`src/rtl/mcu_bus_pkg.sv`:
```
// Shared MCU bus definitions: in-flight tag encoding and default bus widths.
package mcu_bus_pkg;

  localparam int DEF_ADDR_WIDTH = 8;
  localparam int DEF_DATA_WIDTH = 8;

  typedef logic [1:0] tag_t;

  localparam tag_t TAG_NONE = 2'd0;
  localparam tag_t TAG_CPU  = 2'd1;
  localparam tag_t TAG_DBG  = 2'd2;

endpackage

```
`src/rtl/rom_arb_resp_hold.sv`:
```
// Per-port response path: valid pulse while the in-flight tag matches this port,
// plus a hold register so rdata keeps the last byte returned between pulses.
module rom_arb_resp_hold
  import mcu_bus_pkg::*;
#(
  parameter int DATA_WIDTH = DEF_DATA_WIDTH
) (
  input  logic                  clk,
  input  logic                  rst_n,
  input  logic                  hit,
  input  logic [DATA_WIDTH-1:0] rom_data,
  output logic                  rvalid,
  output logic [DATA_WIDTH-1:0] rdata
);

  logic [DATA_WIDTH-1:0] hold;

  always_ff @(posedge clk or negedge rst_n) begin
    if (!rst_n) begin
      hold <= '0;
    end else if (hit) begin
      hold <= rom_data;
    end
  end

  // The live ROM byte is forwarded in the return cycle itself, so no extra latency.
  assign rvalid = hit;
  assign rdata  = hit ? rom_data : hold;

endmodule

```
`src/rtl/rom_arbiter.sv`:
```
// Two-port arbiter for the synchronous program ROM (CPU fetch vs debug readback).
// Build option ROM_ARB_RR_EN swaps CPU priority + starvation escape for round-robin.
module rom_arbiter
  import mcu_bus_pkg::*;
#(
  parameter int ADDR_WIDTH   = DEF_ADDR_WIDTH,
  parameter int DATA_WIDTH   = DEF_DATA_WIDTH,
  parameter int DBG_MAX_WAIT = 4
) (
  input  logic                  CLK,
  input  logic                  RESETN,
  input  logic                  CPU_REQ,
  input  logic [ADDR_WIDTH-1:0] CPU_ADDR,
  output logic                  CPU_GNT,
  output logic                  CPU_RVALID,
  output logic [DATA_WIDTH-1:0] CPU_RDATA,
  input  logic                  DBG_REQ,
  input  logic [ADDR_WIDTH-1:0] DBG_ADDR,
  output logic                  DBG_GNT,
  output logic                  DBG_RVALID,
  output logic [DATA_WIDTH-1:0] DBG_RDATA,
  output logic [ADDR_WIDTH-1:0] ROM_ADDR,
  input  logic [DATA_WIDTH-1:0] ROM_DATA
);

  logic                  dbg_pri;
  logic                  cpu_win;
  logic                  dbg_win;
  tag_t                  tag;
  logic [ADDR_WIDTH-1:0] last_addr;

`ifdef ROM_ARB_RR_EN
  // Reset value "DBG won last" makes CPU the first winner of a contested cycle.
  logic last_dbg;

  assign dbg_pri = ~last_dbg;

  always_ff @(posedge CLK or negedge RESETN) begin
    if (!RESETN) begin
      last_dbg <= 1'b1;
    end else if (cpu_win) begin
      last_dbg <= 1'b0;
    end else if (dbg_win) begin
      last_dbg <= 1'b1;
    end
  end
`else
  localparam logic [3:0] MAX_WAIT = 4'(DBG_MAX_WAIT);

  logic [3:0] starve_cnt;

  assign dbg_pri = (starve_cnt >= MAX_WAIT);

  always_ff @(posedge CLK or negedge RESETN) begin
    if (!RESETN) begin
      starve_cnt <= 4'd0;
    end else if (!DBG_REQ || dbg_win) begin
      starve_cnt <= 4'd0;
    end else if (starve_cnt < MAX_WAIT) begin
      starve_cnt <= starve_cnt + 4'd1;
    end
  end
`endif

  // Gating with RESETN keeps grants and ROM_ADDR at zero while reset is held.
  assign cpu_win = RESETN & CPU_REQ & (~DBG_REQ | ~dbg_pri);
  assign dbg_win = RESETN & DBG_REQ & (~CPU_REQ | dbg_pri);

  assign CPU_GNT  = cpu_win;
  assign DBG_GNT  = dbg_win;
  assign ROM_ADDR = cpu_win ? CPU_ADDR : (dbg_win ? DBG_ADDR : last_addr);

  always_ff @(posedge CLK or negedge RESETN) begin
    if (!RESETN) begin
      last_addr <= '0;
      tag       <= TAG_NONE;
    end else begin
      if (cpu_win || dbg_win) begin
        last_addr <= ROM_ADDR;
      end
      tag <= cpu_win ? TAG_CPU : (dbg_win ? TAG_DBG : TAG_NONE);
    end
  end

  rom_arb_resp_hold #(.DATA_WIDTH(DATA_WIDTH)) u_cpu_resp (
    .clk      (CLK),
    .rst_n    (RESETN),
    .hit      (tag == TAG_CPU),
    .rom_data (ROM_DATA),
    .rvalid   (CPU_RVALID),
    .rdata    (CPU_RDATA)
  );

  rom_arb_resp_hold #(.DATA_WIDTH(DATA_WIDTH)) u_dbg_resp (
    .clk      (CLK),
    .rst_n    (RESETN),
    .hit      (tag == TAG_DBG),
    .rom_data (ROM_DATA),
    .rvalid   (DBG_RVALID),
    .rdata    (DBG_RDATA)
  );

endmodule

```
`config.mk`:
```
export PLATFORM = sky130hd
export DESIGN_NAME = rom_arbiter
export DESIGN_NICKNAME = d
export VERILOG_FILES = /design/src/rtl/mcu_bus_pkg.sv /design/src/rtl/rom_arb_resp_hold.sv /design/src/rtl/rom_arbiter.sv
export SDC_FILE = /design/constraint.sdc
export NUM_CORES = 1
export LEC_CHECK = 0
export CAP_MARGIN = 40
export CORE_AREA = 2 2 73 75
export DETAILED_ROUTE_END_ITERATION = 12
export DIE_AREA = 0 0 75 77
export GPL_TIMING_DRIVEN = 0
export HOLD_SLACK_MARGIN = 0.1
export PLACE_DENSITY = 0.69
export SYNTH_ARGS = -nofsm -noshare
export SYNTH_HDL_FRONTEND = slang
export SYNTH_HIERARCHICAL = 1
export SYNTH_SLANG_ARGS = --single-unit
```
`constraint.sdc`:
```
create_clock -name CLK -period 4.96 [get_ports CLK]
set_clock_uncertainty 0.15 [all_clocks]
set_input_delay 0.496 -clock CLK [delete_from_list [all_inputs] [get_ports CLK]]
set_output_delay 0.496 -clock CLK [all_outputs]
set_load 0.05 [all_outputs]
```
# Word level (Yosys, flattened, before mapping)
# Cells that the tools add are included.
[word_totals] ff_bits=30 in_bits=28
[op_classes] n_addsub=1 order_cmp=2 n_eq_ne=2 mux=8 bitwise=9 n_reduce_logical=4
[op_table] operator="$mux W8" n=4
[op_table] operator="$mux W4" n=2
[op_table] operator="$add A4 B1 Y4 const B" n=1
[op_table] operator="$and A1 B1 Y1" n=4
[op_table] operator="$ge A4 B3 Y1 const B" n=1
[op_table] operator="$lt A4 B3 Y1 const B" n=1
[op_table] operator="$mux W2" n=2
[op_table] operator="$not A1 Y1" n=3
[op_table] operator="$eq A2 B1 Y1 const B" n=1
[op_table] operator="$eq A2 B2 Y1 const B" n=1
[op_table] operator="$logic_or A1 B1 Y1" n=2
[op_table] operator="$or A1 B1 Y1" n=2
[op_table] operator="$reduce_bool A2 Y1" n=1
[op_table] operator="$logic_not A1 Y1" n=1

# Depth between registers and ports, before layout
[depth] depth_word=5 depth_mapped=6 depth_no_buf=4

# By module
# The synthesis kept the hierarchy.
[by_module_without_submodules] module="rom_arbiter" instances=1 cells_per_inst=67 area_per_inst_um2=778.2
[by_module_without_submodules] module="rom_arb_resp_hold" instances=2 cells_per_inst=18 area_per_inst_um2=339.1

# Worst setup path before layout
# OpenSTA, ideal clock, no wires.
[synth_timing] path_kind="in2out" from="input DBG_REQ" to="output ROM_ADDR[0]" arrival_time_ps=1712 required_time_ps=4314 slack_ps=2602 path_stages=6 path_buffers=3 path_cell_list="buf_2 -> o21ai_1 -> and3_1 -> buf_6 -> buf_8 -> a221o_1"
[synth_via] elab_chain_cells=4 elab_cells_between_ends=7 classes_between="mux (2); bitwise (5)"
[synth_rtl] item="start: declaration" line_no="rom_arbiter.sv:17" source="input logic DBG_REQ,"
[synth_rtl] item="$not A1 Y1" line_no="rom_arbiter.sv:66" source="assign cpu_win = RESETN & CPU_REQ & (~DBG_REQ | ~dbg_pri);"
[synth_rtl] item="$or A1 B1 Y1" line_no="rom_arbiter.sv:66"
[synth_rtl] item="$and A1 B1 Y1" line_no="rom_arbiter.sv:66"
[synth_rtl] item="net CPU_GNT" line_no="rom_arbiter.sv:14" source="output logic CPU_GNT,"
[synth_rtl] item="$mux W8" line_no="rom_arbiter.sv:71" source="assign ROM_ADDR = cpu_win ? CPU_ADDR : (dbg_win ? DBG_ADDR : last_addr);"
[synth_rtl] item="end: declaration" line_no="rom_arbiter.sv:22" source="output logic [ADDR_WIDTH-1:0] ROM_ADDR,"
# The timed path passes the listed nets, and every way through them passes these cells.

# Worst setup path in the final report
[layout_timing] from="input RESETN" to="output ROM_ADDR[0]"
[layout_via] elab_chain_cells=4 elab_cells_between_ends=6 classes_between="mux (2); bitwise (4)"
[layout_rtl] item="start: declaration" line_no="rom_arbiter.sv:11" source="input logic RESETN,"
[layout_rtl] item="$and A1 B1 Y1 (2 in series)" line_no="rom_arbiter.sv:67" source="assign dbg_win = RESETN & DBG_REQ & (~CPU_REQ | dbg_pri);"
[layout_rtl] item="$mux W8" line_no="rom_arbiter.sv:71"
[layout_rtl] item="$mux W8 (*)" line_no="rom_arbiter.sv:71"
# Mark *: on every way between the ends. The rest lies on a longest branch, timed or not.

==> key figures <==
STA
  • Setup TNS: 0 ns
  • WHS: between 0.3 and 0.4 ns
  • Final Hold Vio Count: 0
  • Final worst setup slack: between 0.8 and 0.9 ns
  • Fin crit share: 0.822
  • Max Clk Rate: 0.245 GHz
  • Clock period minus worst slack: around 4.1 ns
  • Final setup fails: 0
  • RSZ-0062 raised after global routing: no
  • Max-slew violations: 0
  • Slew headroom: 0.499
  • Worst Tran Pin Value: 0.749 ns

CTS
  • Clk buf depth: 2
  • # hold bufs at CTS: 0
  • Htree depth: 2
  • Post-CTS setup buffers: 0
  • CTS clk-pin slew, worst paths: 0.06 ns
  • Clock Latency Late Sink: 0.29 ns
  • CTS tree: done
  • Clk sinks: 30
  • Clock Tree Root: clkbuf_8
  • Cts bufs inserted: 5
  • Post-cts sizing count: 0

Logic synthesis
  • Post-synthesis xor/xnor area fraction: 0
  • Synth cell types: 26
  • Post-synthesis simple-gate area fraction: 0.0893
  • Yosys reg bits: 30
  • Dominant cells by area after synthesis: dfrtp_1 52%, mux2_4 16%, a221o_1 6.2%
  • Compound-Gate Fraction of Synth Area: 0.153
  • Gate Count Post-Synth: 103
  • Post-synthesis cell area: ~0.0015 mm2
  • Syn avg cell area: 14.1 um2
  • Synth Net Count: between 100 and 150
  • Sequential area share after synthesis: 0.515
  • Largest family of logic cells by synthesized area: multiplexers
  • Biggest area consumer among synthesized cells: dfrtp_1
  • Yosys warns: 6
  • Adder-cell share of the synthesized area: 0.00859
  • Share of the synthesized area in the top cell type: 0.515
  • Post-synthesis mux area share: 0.172

Layout
  • Antenna Cells: 0
  • Nets@finish: 194
  • Multi-input combinational cell area: 616 um2
  • Finished Cell Area: 0.00221 mm2
  • Most frequent cells in the layout: 54 x clkdlybuf4s50_1, 30 x dfrtp_1, 16 x mux2_4
  • Fillers: around 460
  • Most common cell after layout, fill and taps aside: clkdlybuf4s50_1
  • Share of cells above drive strength 1: 0.259
  • Reg area: ~750 um2
  • Area growth syn-to-layout: 51.5%
  • Final Core Density: 0.443
  • Layout Cells excl Fill: 236

Outcome
  • Status: finished, final reports clean

Floorplan
  • Core Area: 0.00498 mm2
  • Initial Utilization: 0.293
  • Die Wd: roughly 75 um
  • Die H: 77 um
  • Die area: 0.00578 mm2
  • Site Rows: 26
  • IO Count: 56

Power and ir drop
  • Comb power frac: 0.409
  • LEAKAGE: 0.965 nW
  • Seq pwr share: 0.349
  • P_int: 540 uW
  • Clock power share: 0.242
  • Switching Fraction: 0.359
  • Sw power: 303 uW
  • Total chip power: 843 uW
  • Peak supply drop: 0.136 mV
  • PwrDens: 382 mW/mm2

Min path
  • Hold/Removal Path Class: reg2reg
  • HP Start: u_cpu_resp/hold[1]

Detailed routing
  • Detail Route Antenna Nets: 0
  • Max Used Layer: met4
  • Iteration-0 DRC Markers: 55
  • First-pass detailed-route iteration total: 2
  • Total Wirelength: 3310 um
  • Via count: around 1100
  • DR WL/cell: 14.0 um
  • Met2 wire length: 1570 um
  • DR vias/cell: 4.59
  • Wire length on met1: roughly 1400 um
  • Met3 routed WL: between 200 and 300 um
  • Drt drc: 0

Place
  • Worst Setup Slack post-DPL: 0.773 ns
  • DP Area: 0.00211 mm2
  • Port bufs: 54
  • Final GP Congestion: between 0.7 and 0.8
  • Inst Count DP: 228
  • HPWL after detailed placement: 2460 um

GRT
  • First-pass GRT wire length: 5380 um
  • Total gr overflow: 0
  • Initial antenna violation count: 0
  • Tot GR Track Use: 0.124
  • Largest net degree at the start of global routing: 18
  • Vias in the first global route: 1153

Worst setup path
  • CP Max Fanout: 17
  • CP startpoint kind: primary input
  • Critical Path RT: 4.31 ns
  • Worst path arrival time: 3.43 ns
  • Worst reg2reg startpoint: starve_cnt[2]
  • Critical path endpoint category: output pin
  • Crit path from: RESETN
  • Worst Setup Path Type: in2out

Run
  • Max Cap Viol: 0
## sequential cells by signal (all words and copies together) (netlist names)
name and flops:
tag 2, last_addr 8, starve_cnt 4, u_dbg_resp/hold 8, u_cpu_resp/hold 8
## path summary, 6_finish.rpt
path / to / slack [ns] / cells after the start
hold reg to reg: u_cpu_resp/hold[1] / 0.34 / 1
max in group asynchronous: starve_cnt[1] / 3.62 / 2
min in group asynchronous: u_dbg_resp/hold[0] / 0.50 / 1
setup / recovery: ROM_ADDR[0] / 0.88 / 7
hold / removal: u_cpu_resp/hold[1] / 0.34 / 1
setup reg to reg: last_addr[1] / 3.22 / 5
## per-layer routing
layer	track usage	vias to the layer above
met5	0	-
met4	0.0589	0
met3	0.0394	8
met2	0.193	43
met1	0.151	519
li1	-	513
## power by group through the flow
| stage | Sequential (mW) | Clock (mW) | Combinational (mW) |
|---|---|---|---|
| 2_1_floorplan | 0.295 | 0 | 0.237 |
| 3_3_place_gp | 0.296 | 0 | 0.342 |
| 3_5_place_dp | 0.299 | 0 | 0.347 |
| 4_1_cts | 0.295 | 0.212 | 0.349 |
| 5_1_grt | 0.298 | 0.223 | 0.365 |
| 6_report | 0.294 | 0.204 | 0.345 |
## worst max-delay path, cell delays in order
cell and delay [ns]:
clkdlybuf4s50_1 0.96, buf_16 0.23, buf_2 0.20, o21ai_0 0.28, and2_1 0.29, a221o_1 0.26
clkdlybuf4s50_1 0.70
## cells by family (layout without fill, tap and decap cells)
logic type                 after synthesis  in the layout
DFF                                     30             30
buffers and inverters                   10             73
AOI/OAI and AO/OA                       24             24
muxes                                   17             17
and+or+nand+nor                         21             21
adders and majority gates                1              1
## area by class of cell
class,instances,area share
Buffer,10,0.0408
Timing Repair Buffer,55,0.257
Clock inverter,2,0.00567
Tap cell,70,0.0397
Sequential cell,30,0.340
Clock buffer,6,0.0374
Multi-Input combinational cell,63,0.279
## cell usage after synthesis
cell type	instances
o211a_1	2
nor4_1	1
a221o_2	7
nand2_1	1
buf_4	2
nor3b_1	1
and2b_2	1
mux2i_1	1
a221o_1	9
nor2b_1	2
buf_2	3
dfrtp_1	30
o21ai_0	3
nand4_1	1
ha_1	1
buf_6	4
nor4b_1	1
o31a_1	1
nor2_1	2
a21oi_1	1
nand2b_1	2
and3_1	1
mux2_4	16
o21ai_1	1
and2_1	8
buf_8	1
No activity file was read; power rests on OpenSTA's default activity.
